`config.mk`:
```
export PLATFORM = sky130hd
export DESIGN_NAME = posit_alu_arbiter
export DESIGN_NICKNAME = d
export VERILOG_FILES = /design/src/rtl/posit_alu_arbiter.sv
export SDC_FILE = /design/constraint.sdc
export NUM_CORES = 1
export LEC_CHECK = 0
export ABC_AREA = 1
export CELL_PAD_IN_SITES_DETAIL_PLACEMENT = 1
export CELL_PAD_IN_SITES_GLOBAL_PLACEMENT = 1
export CORE_ASPECT_RATIO = 1.4
export CORE_MARGIN = 2
export CORE_UTILIZATION = 42
export CTS_BUF_LIST = sky130_fd_sc_hd__clkbuf_16
export DETAILED_ROUTE_END_ITERATION = 8
export DONT_BUFFER_PORTS = 1
export PLACE_DENSITY = 0.79
export SLEW_MARGIN = 10
export SYNTH_ARGS = -nofsm -noshare
export SYNTH_HDL_FRONTEND = slang
export SYNTH_SLANG_ARGS = --single-unit
```
`constraint.sdc`:
```
create_clock -name clk -period 1.9 [get_ports clk]
set_input_delay 0.19 -clock clk [delete_from_list [all_inputs] [get_ports clk]]
set_output_delay 0.19 -clock clk [all_outputs]
set_load 0.01 [all_outputs]
```
`src/rtl/posit_alu_arbiter.sv`:
```
// Two-requester round-robin front end for a shared combinational posit ALU.
// Operands are held in registers while the ALU settles; results return tagged.
`timescale 1ns/1ps
module posit_alu_arbiter #(
  parameter int SETTLE_CYCLES = 2
) (
  input  logic       clk,
  input  logic       rst_n,
  input  logic       req0_valid,
  output logic       req0_ready,
  input  logic [7:0] req0_a,
  input  logic [7:0] req0_b,
  input  logic [2:0] req0_sel,
  input  logic       req1_valid,
  output logic       req1_ready,
  input  logic [7:0] req1_a,
  input  logic [7:0] req1_b,
  input  logic [2:0] req1_sel,
  output logic [7:0] alu_a,
  output logic [7:0] alu_b,
  output logic [2:0] alu_sel,
  input  logic [7:0] alu_result,
  output logic       resp_valid,
  input  logic       resp_ready,
  output logic [7:0] resp_data,
  output logic       resp_id,
  output logic       resp_err,
  output logic       busy
);

  localparam logic [1:0] IDLE   = 2'd0;
  localparam logic [1:0] SETTLE = 2'd1;
  localparam logic [1:0] RESP   = 2'd2;

  localparam int CW =
    (SETTLE_CYCLES > 1) ? $clog2(SETTLE_CYCLES) : 1;
  localparam logic [CW-1:0] LAST = CW'(SETTLE_CYCLES - 1);

  logic [1:0]    state_q, state_d;
  logic [CW-1:0] cnt_q, cnt_d;
  logic          rr_last_q, rr_last_d;
  logic [7:0]    alu_a_q, alu_a_d;
  logic [7:0]    alu_b_q, alu_b_d;
  logic [2:0]    alu_sel_q, alu_sel_d;
  logic [7:0]    resp_data_q, resp_data_d;
  logic          resp_id_q, resp_id_d;
  logic          resp_err_q, resp_err_d;

  logic       any_req;
  logic       gnt_id;
  logic       idle;
  logic [2:0] sel_in;

  // On a tie the requester that did not win last time gets the grant.
  assign any_req = req0_valid | req1_valid;
  assign gnt_id  = (req0_valid & req1_valid) ? ~rr_last_q
                                             : req1_valid;
  assign idle    = (state_q == IDLE);
  assign sel_in  = gnt_id ? req1_sel : req0_sel;

  assign req0_ready = rst_n & idle & ~gnt_id & req0_valid;
  assign req1_ready = rst_n & idle &  gnt_id & req1_valid;

  always_comb begin
    state_d     = state_q;
    cnt_d       = cnt_q;
    rr_last_d   = rr_last_q;
    alu_a_d     = alu_a_q;
    alu_b_d     = alu_b_q;
    alu_sel_d   = alu_sel_q;
    resp_data_d = resp_data_q;
    resp_id_d   = resp_id_q;
    resp_err_d  = resp_err_q;
    unique case (state_q)
      IDLE: begin
        if (any_req) begin
          alu_a_d   = gnt_id ? req1_a : req0_a;
          alu_b_d   = gnt_id ? req1_b : req0_b;
          alu_sel_d = sel_in;
          resp_id_d = gnt_id;
          rr_last_d = gnt_id;
          cnt_d     = '0;
          if (sel_in <= 3'b100) begin
            state_d = SETTLE;
          end else begin
            resp_data_d = 8'h00;
            resp_err_d  = 1'b1;
            state_d     = RESP;
          end
        end
      end
      SETTLE: begin
        cnt_d = cnt_q + 1'b1;
        if (cnt_q == LAST) begin
          resp_data_d = alu_result;
          resp_err_d  = 1'b0;
          state_d     = RESP;
        end
      end
      RESP: begin
        if (resp_ready) state_d = IDLE;
      end
      default: state_d = IDLE;
    endcase
  end

  always_ff @(posedge clk or negedge rst_n) begin
    if (!rst_n) begin
      state_q     <= IDLE;
      cnt_q       <= '0;
      rr_last_q   <= 1'b1;
      alu_a_q     <= 8'h00;
      alu_b_q     <= 8'h00;
      alu_sel_q   <= 3'b000;
      resp_data_q <= 8'h00;
      resp_id_q   <= 1'b0;
      resp_err_q  <= 1'b0;
    end else begin
      state_q     <= state_d;
      cnt_q       <= cnt_d;
      rr_last_q   <= rr_last_d;
      alu_a_q     <= alu_a_d;
      alu_b_q     <= alu_b_d;
      alu_sel_q   <= alu_sel_d;
      resp_data_q <= resp_data_d;
      resp_id_q   <= resp_id_d;
      resp_err_q  <= resp_err_d;
    end
  end

  assign alu_a      = alu_a_q;
  assign alu_b      = alu_b_q;
  assign alu_sel    = alu_sel_q;
  assign resp_valid = (state_q == RESP);
  assign resp_data  = resp_data_q;
  assign resp_id    = resp_id_q;
  assign resp_err   = resp_err_q;
  assign busy       = ~idle;

endmodule

```
# After elaboration in Yosys (flattened, before gate mapping)
# Index checks and enable logic that the tools add are counted.
dict set report word_totals {
  reg_bits 33
  in_bits 51
  output_inout_bits 33
  wordCells 52
}
dict set report classes {
  addsub 1
  magnitude_cmp 1
  eq_ne 6
  mux 19
  bitwise 10
  reduce_logical 6
}
# operator count
set op_table {}
lappend op_table {{2-to-1 mux 8 bit} 5}
lappend op_table {{one-hot mux 8 bit (2 select lines)} 1}
lappend op_table {{2-to-1 mux 2 bit} 4}
lappend op_table {{AND 1 bit} 6}
lappend op_table {{!= test 2 bit, second input constant} 3}
lappend op_table {{one-hot mux 2 bit (3 select lines)} 1}
lappend op_table {{2-to-1 mux 1 bit} 5}
lappend op_table {{one-hot mux 1 bit (2 select lines)} 2}
lappend op_table {{AND reduction 2 bit} 2}
lappend op_table {{AND reduction 4 bit} 1}
lappend op_table {{<= comparator 3 bit, second input constant} 1}
lappend op_table {{2-to-1 mux 3 bit} 1}
lappend op_table {{inverter 1 bit} 3}
lappend op_table {{AND reduction 3 bit} 1}
lappend op_table {{equality test 2 x 1 -> 1 bit, second input constant} 1}
lappend op_table {{equality test 2 bit, second input constant} 1}
lappend op_table {{logical NOT 2 bit} 1}
lappend op_table {{!= test 2 x 1 -> 1 bit, second input constant} 1}
lappend op_table {{nonzero test 2 bit} 1}
lappend op_table {{adder 1 bit, second input constant} 1}
lappend op_table {{bitwise OR 1 bit} 1}

# Logic depth before layout (Yosys ltp)
# Gate-level depths: netlist (run 1).
dict set report depth {
  word_depth 7
  mapped_depth 11
  depth_no_buf 10
}

# Worst setup path after synthesis (run 1)
# No wires, ideal clock.
dict set report synth_path {
  kind {register to register}
  start {register rr_last_q}
  end {register resp_data_q[1], in the netlist resp_data[1]}
  setup_ns 0.117
  t_arrival_ns 1.201
  t_required_ns 1.783
  path_slack_ns 0.582
  path_stages_with_launch 11
  path_buffers 1
  synth_period_minus_slack_ns 1.318
  path_cell_list {dfstp_2 > nand2_2 > nand2_2 > buf_6 > nand2_1 > nand2_1 > nand2_1 > nand2_2 > nand2_4 > nand2_1 > nand2_1}
}
dict set report synth_via {
  elab_chain_cells 6
}
# element line_no
set synth_rtl {}
lappend synth_rtl {{from (decl)} 41} ;# logic rr_last_q, rr_last_d;
lappend synth_rtl {{from (signal assigned)} 121} ;# rr_last_q <= rr_last_d;
lappend synth_rtl {{inverter 1 bit} 56} ;# assign gnt_id = (req0_valid & req1_valid) ? ~rr_last_q
lappend synth_rtl {{2-to-1 mux 1 bit} 56}
lappend synth_rtl {{2-to-1 mux 3 bit} 59} ;# assign sel_in = gnt_id ? req1_sel : req0_sel;
lappend synth_rtl {{<= comparator 3 bit} 83} ;# if (sel_in <= 3'b100) begin
lappend synth_rtl {{!= test 2 bit (no line)} --}
lappend synth_rtl {{AND reduction 4 bit (no line)} --}
lappend synth_rtl {{to (signal assigned)} 125} ;# resp_data_q <= resp_data_d;
lappend synth_rtl {{to (decl)} 45} ;# logic [7:0] resp_data_q, resp_data_d;
# No other way between the ends.
# A chain may end at the register's enable or synchronous reset.

# Final worst setup path (run 1)
dict set report layout_path {
  start {register rr_last_q}
  end {output req0_ready}
}
dict set report layout_via {
  elab_chain_cells 5
}
# element line_no
set layout_rtl {}
lappend layout_rtl {{inverter 1 bit} 56}
lappend layout_rtl {{2-to-1 mux 1 bit} 56}
lappend layout_rtl {{inverter 1 bit} 61} ;# assign req0_ready = rst_n & idle & ~gnt_id & req0_valid;
lappend layout_rtl {{AND 1 bit (2 in series)} 61}
lappend layout_rtl {{to (decl)} 10} ;# output logic req0_ready,
# No other way between the ends.

==> flow_summary_export.csv, run 1 <==
group,metric,value,unit
clock_network,cts_tree,"yes",
synthesis,synth_simple_gate_area_share,31.57,%
placed_design,dp_hpwl,3011,um
timing,relSlewSlack,75.91,%
critical_path,crit_type,"register to primary output",
layout,num_antenna_cells,0,
clock_network,cts.sinks,33,
layout,nNetsFinal,240,
hold_path,hold_end,"alu_b[6]$_DFFE_PN0P_",
job,max_cap_viol_count,0,
floorplan,dieArea,4168,um2
clock_network,clockRootBuffer,"clkbuf_16",
critical_path,regToRegStartpoint,"rr_last_q$_DFFE_PN1P_",
floorplan,dieHeight,75.60,um
detailed_routing,drc,0,
timing,slew_viol_final,0,
timing,setup_ws,0.2904,ns
timing,rsz0062_at_grt,"false",
critical_path,rr_worst_depth,10,
global_route,grt_pass1_wl,6147,um
synthesis,synthAdderAreaFrac,0,%
clock_network,cts-resized-gates,0,
detailed_routing,routedWlPerCell,17.87,um
synthesis,synth_compound_area_share,8.544,%
timing,finClkSkew,0.004299,ns
synthesis,synth_top_area_share,52.07,%
synthesis,synth_top_family_by_area,"simple AND/OR/NAND/NOR gates",
detailed_routing,wl_met3,366,um
critical_path,startpoint_type,"register",
synthesis,syn_area_per_cell,8.267,um2
timing,finalCritPeriodShare,84.72,%
placed_design,place_area,1545,um2
synthesis,synth_xor_area_share,0,%
floorplan,core_region_area,3578,um2
synthesis,ys_warn_count,0,
detailed_routing,vias,1275,
floorplan,die_x,55.14,um
detailed_routing,drtAntennaViolNets,0,
clock_network,insertion_delay,0.27,ns
critical_path,crit_path_end_kind,"primary output",
critical_path,cp.arrival,1.42,ns
synthesis,syn-cell-area,1538,um2
synthesis,ys_seq_area_share,53.78,%
global_route,grt_overflow,0,
floorplan,io_pins,84,
timing,finalSetupTns,0,ns
synthesis,synth_cells,186,
detailed_routing,drtIter0Drc,24,
detailed_routing,highest_layer,"met4",
critical_path,r2r_end,"resp_data[7]$_DFFE_PN0P_",
detailed_routing,m1WireLength,1409,um
clock_network,numCtsBuffers,5,
power,p_leak,0.0008389,uW
floorplan,rows,26,
clock_network,clk_pin_slew,0.05,ns
power,irDropWorstVdd,990.6,uV
detailed_routing,wl_met2,2324,um
timing,hold_violations,0,
hold_path,min_from,"req1_b[6]",
clock_network,htree_levels,2,
timing,setup_viol,0,
layout,fin_area,1708,um2
synthesis,synth.area.top_cells,"dfrtp_1 52%, nand2_1 17%, a31oi_1 6.9%",
synthesis,syn-num-nets,237,
floorplan,start_util,42.97,%
synthesis,synth_seq_cells,33,
detailed_routing,routed_via_density,5.519,
timing,tightest_slew,0.3614,ns
layout,syn_to_final_growth,11.07,%
hold_path,hp-class,"input pin to register",
placed_design,io_buffers,0,
detailed_routing,totalWireLength,4129,um
placed_design,place_ws,0.3568,ns
global_route,grt_antenna_before_repair,0,
clock_network,cts_buffer_depth,2,
global_route,grt_usage,20.58,%
critical_path,required,1.71,ns
synthesis,yosys.cell_types.count,20,
global_route,grt_pass1_vias,1408,
detailed_routing,first_pass_iters,4,
placed_design,place_congestion,0.7829,
power,p_total,3078,uW
layout,drive_gt1_share,10.05,%
critical_path,cp_max_fo,19,
status,status,"finished clean",
timing,min_period,1.610,ns
timing,timing.fmax,621.3,MHz
synthesis,synth_area_leader_cell,"dfrtp_1",
hold_path,holdPathStages,2,
power,power_per_cell_area,1802,nW/um2
synthesis,synthMuxAreaShare,0,%
critical_path,ff2ff_setup_slack,0.35,ns
global_route,grt_max_degree,39,
## placed cells by master, fill, tap and decap left out, drive strengths merged, types with 2 or more instances in the layout
master,instances
a21oi,2
a31oi,17
buf,3
clkbuf,5
dfrtp,32
inv,10
nand2,75
nand3,3
nand4,8
nor2,27
o21ai,3
## registers in the layout (all words and copies together) (netlist names)
signal and cells:
rr_last_q 1, resp_err 1, alu_b 8, cnt_q 1
alu_a 8, resp_id 1, resp_data 8, alu_sel 3
state_q 2
## layout make-up
cell class | instances | area, um2
well taps | 42 | 52.55
inverters | 9 | 33.78
multi-input cells | 136 | 616.8
repair buffers | 4 | 45.04
fillers | 434 | 1871
clock buffers | 5 | 125.1
flip-flops and latches | 33 | 827.0
clock inverters | 2 | 7.507
## through the flow
step | util [%] | cells | hold slack [ns]
finish | 47.73 | 231 | 0.06760
detailed placement | 43.18 | 222 | -0.1049
floorplan | - | 186 | -0.1056
global route | 47.73 | 231 | 0.06627
global placement | 43.18 | 222 | -0.1049
CTS | 47.73 | 231 | 0.06567
## worst max path at each step
stage,from,to,cells after the start
2_1_floorplan,rr_last_q$_DFFE_PN1P_,resp_data[1]$_DFFE_PN0P_,10
3_3_place_gp,rr_last_q$_DFFE_PN1P_,resp_data[2]$_DFFE_PN0P_,10
3_5_place_dp,rr_last_q$_DFFE_PN1P_,resp_data[7]$_DFFE_PN0P_,10
4_1_cts,rr_last_q$_DFFE_PN1P_,req0_ready,4
5_1_grt,rr_last_q$_DFFE_PN1P_,resp_data[3]$_DFFE_PN0P_,10
6_report,rr_last_q$_DFFE_PN1P_,req0_ready,4
## routing by layer
| metal | up-vias | track usage [%] |
|---|---|---|
| met1 | 613 | 19.22 |
| met3 | 2 | 7.843 |
| li1 | 607 | - |
| met5 | - | 0 |
| met4 | 0 | 5.691 |
| met2 | 53 | 39.81 |
## what timing repair did
action	in CTS	in global routing
buffers inserted	0	0
hold buffers	2	0
endpoints found under the hold margin	33	0
## synthesized netlist by cell type
master / instances
inv_2: 2
nor2_2: 1
nor2_1: 25
buf_6: 3
a31oi_1: 17
nand2_4: 1
inv_1: 7
buf_2: 3
nand2_2: 5
nand2_1: 69
dfrtp_1: 32
clkbuf_1: 1
a21oi_1: 2
buf_4: 1
dfstp_2: 1
nand3_1: 3
nor2_4: 1
nand3b_1: 1
nand4_1: 8
o21ai_0: 3
## worst max-delay path, stage by stage, from the launching register on
cell,delay (ns)
dfstp_2,0.53
nand2_2,0.06
nand2_2,0.13
inv_2,0.17
nor2_1,0.25
## cell families after synthesis
group	after synthesis
simple gates	114
flops	33
compound gates	22
buf+inv	17
## power by group
part	internal, uW	leakage [uW]	switching [uW]
clock network	468	0.0000685	276
registers	1040	0.000393	385
logic	303	0.000378	604
Note: power is estimated with default switching activity, not from simulation.
==> run 2, diff against run 1 <==
==> constraint.sdc (replaced) <==
create_clock -name clk -period 1.6 [get_ports clk]
set_input_delay 0.16 -clock clk [delete_from_list [all_inputs] [get_ports clk]]
set_output_delay 0.16 -clock clk [all_outputs]
set_load 0.01 [all_outputs]
==> flow_summary_export.csv, run 2 (synthesis results as in run 1) <==
group,metric,value,unit
power,p_leak,0.0008655,uW
global_route,grt_pass1_wl,6037,um
layout,fin_area,1777,um2
hold_path,min_from,"req1_b[5]",
critical_path,crit_type,"register to primary output",
clock_network,cts_setup_buffers,0,
global_route,grt_overflow,0,
clock_network,numCtsBuffers,5,
clock_network,cts_tree,"yes",
clock_network,clk_pin_slew,0.05,ns
timing,finClkSkew,0.003712,ns
placed_design,place_area,1565,um2
floorplan,start_util,42.97,%
floorplan,rows,26,
critical_path,regToRegStartpoint,"rr_last_q$_DFFE_PN1P_",
detailed_routing,routed_via_density,5.584,
critical_path,rr_worst_depth,10,
hold_path,holdPathStages,2,
detailed_routing,vias,1301,
timing,slew_viol_final,0,
timing,hold_violations,0,
detailed_routing,drtAntennaViolNets,0,
power,irDropWorstVdd,1116,uV
status,status,"finished clean",
critical_path,ff2ff_setup_slack,0.18,ns
timing,timing.fmax,659.5,MHz
global_route,grt_pass1_vias,1377,
timing,setup_viol,0,
floorplan,dieArea,4168,um2
critical_path,cp.arrival,1.36,ns
floorplan,die_x,55.14,um
placed_design,io_buffers,0,
job,max_cap_viol_count,0,
global_route,grt_max_degree,39,
critical_path,r2r_end,"resp_err$_DFFE_PN0P_",
clock_network,insertion_delay,0.27,ns
layout,nNetsFinal,241,
detailed_routing,routedWlPerCell,17.03,um
critical_path,crit_path_end_kind,"primary output",
floorplan,dieHeight,75.60,um
detailed_routing,totalWireLength,3969,um
global_route,grt_usage,20.18,%
detailed_routing,drc,0,
layout,layout_common_cells,"69 x nand2_1, 32 x dfrtp_1, 24 x nor2_1, 17 x a31oi_1",
hold_path,hold_end,"alu_b[5]$_DFFE_PN0P_",
placed_design,dp_hpwl,2937,um
floorplan,core_region_area,3578,um2
critical_path,required,1.44,ns
clock_network,cts_buffer_depth,2,
clock_network,clockRootBuffer,"clkbuf_16",
detailed_routing,first_pass_iters,4,
layout,drive_gt1_share,11.52,%
critical_path,startpoint_type,"register",
clock_network,htree_levels,2,
timing,finalCritPeriodShare,94.77,%
layout,num_antenna_cells,0,
detailed_routing,drtIter0Drc,21,
floorplan,io_pins,84,
timing,finalSetupTns,0,ns
clock_network,cts.sinks,33,
layout,syn_to_final_growth,15.54,%
global_route,grt_antenna_before_repair,0,
layout,layout_commonest_cell,"nand2_1",
placed_design,place_congestion,0.7538,
timing,tightest_slew,0.3130,ns
layout,fill_cells,450,
critical_path,cp_max_fo,11,
timing,relSlewSlack,79.06,%
timing,min_period,1.516,ns
timing,rsz0062_at_grt,"false",
power,power_per_cell_area,2184,nW/um2
hold_path,hp-class,"input pin to register",
==> run 2: changes by cell type in the layout (fill, tap and decap cells not counted), sizes merged <==
cell / before / now
buf: 3 / 4
bufinv: 0 / 1
==> run 2: area by class of cell <==
| cell class | instances | area (um2) | share of cell area (%) |
|---|---|---|---|
| timing repair buffer | 5 | 68.82 | 3.873 |
| sequential | 33 | 827.0 | 46.55 |
| inverter | 9 | 36.28 | 2.042 |
| clock inverter | 3 | 37.54 | 2.113 |
| clock buffer | 5 | 125.1 | 7.042 |
| multi-input combinational | 136 | 629.4 | 35.42 |
| tap | 42 | 52.55 | 2.958 |
==> run 2: how the worst max path moves through the flow <==
| stage | start | end | slack, ns | cells past startpoint |
|---|---|---|---|---|
| floorplan | rr_last_q$_DFFE_PN1P_ | resp_data[1]$_DFFE_PN0P_ | 0.28 | 10 |
| detailed placement | rr_last_q$_DFFE_PN1P_ | resp_err$_DFFE_PN0P_ | 0.13 | 10 |
| finish | rr_last_q$_DFFE_PN1P_ | req0_ready | 0.08 | 5 |
| global route | rr_last_q$_DFFE_PN1P_ | req0_ready | 0.02 | 5 |
| CTS | rr_last_q$_DFFE_PN1P_ | req0_ready | 0.04 | 5 |
| global placement | rr_last_q$_DFFE_PN1P_ | resp_data[2]$_DFFE_PN0P_ | 0.21 | 10 |
==> run 2: metal layers <==
layer	GRT usage [%]	wire length (um)
met5	0	0
met4	7.317	34
met3	7.843	406
met2	37.30	2124
met1	19.60	1404
==> run 2: power by group <==
group	total, uW	switching, uW	internal (uW)
combinational	1140	739	404
sequential	1700	459	1240
clock	1040	319	722
total	3880	1520	2360
==> run 2: critical path, stage by stage (launching register included) <==
cell and delay [ns]:
dfstp_2 0.53, nand2_2 0.08, nand2_4 0.12, inv_4 0.08
buf_6 0.15, nor2_4 0.13
==> run 2: per-stage QoR <==
step | power [uW] | std cells | util, % | hold slack, ns | setup WS, ns
global placement | 2730 | 223 | 43.74 | -0.1349 | 0.2086
finish | 3880 | 233 | 49.65 | 0.03482 | 0.08373
detailed placement | 2827 | 223 | 43.74 | -0.1349 | 0.1287
global route | 4169 | 233 | 49.65 | 0.02958 | 0.02436
CTS | 3927 | 233 | 49.55 | 0.03190 | 0.04336
floorplan | 2554 | 186 | - | -0.1356 | 0.2819
==> run 2: what timing repair did <==
| action | in CTS | in global routing |
|---|---|---|
| hold buffers | 2 | 0 |
| hold endpoints to repair | 33 | 0 |
| pin swaps | 0 | 1 |
| gates resized for setup | 4 | 1 |
| setup endpoints to repair | 1 | 1 |
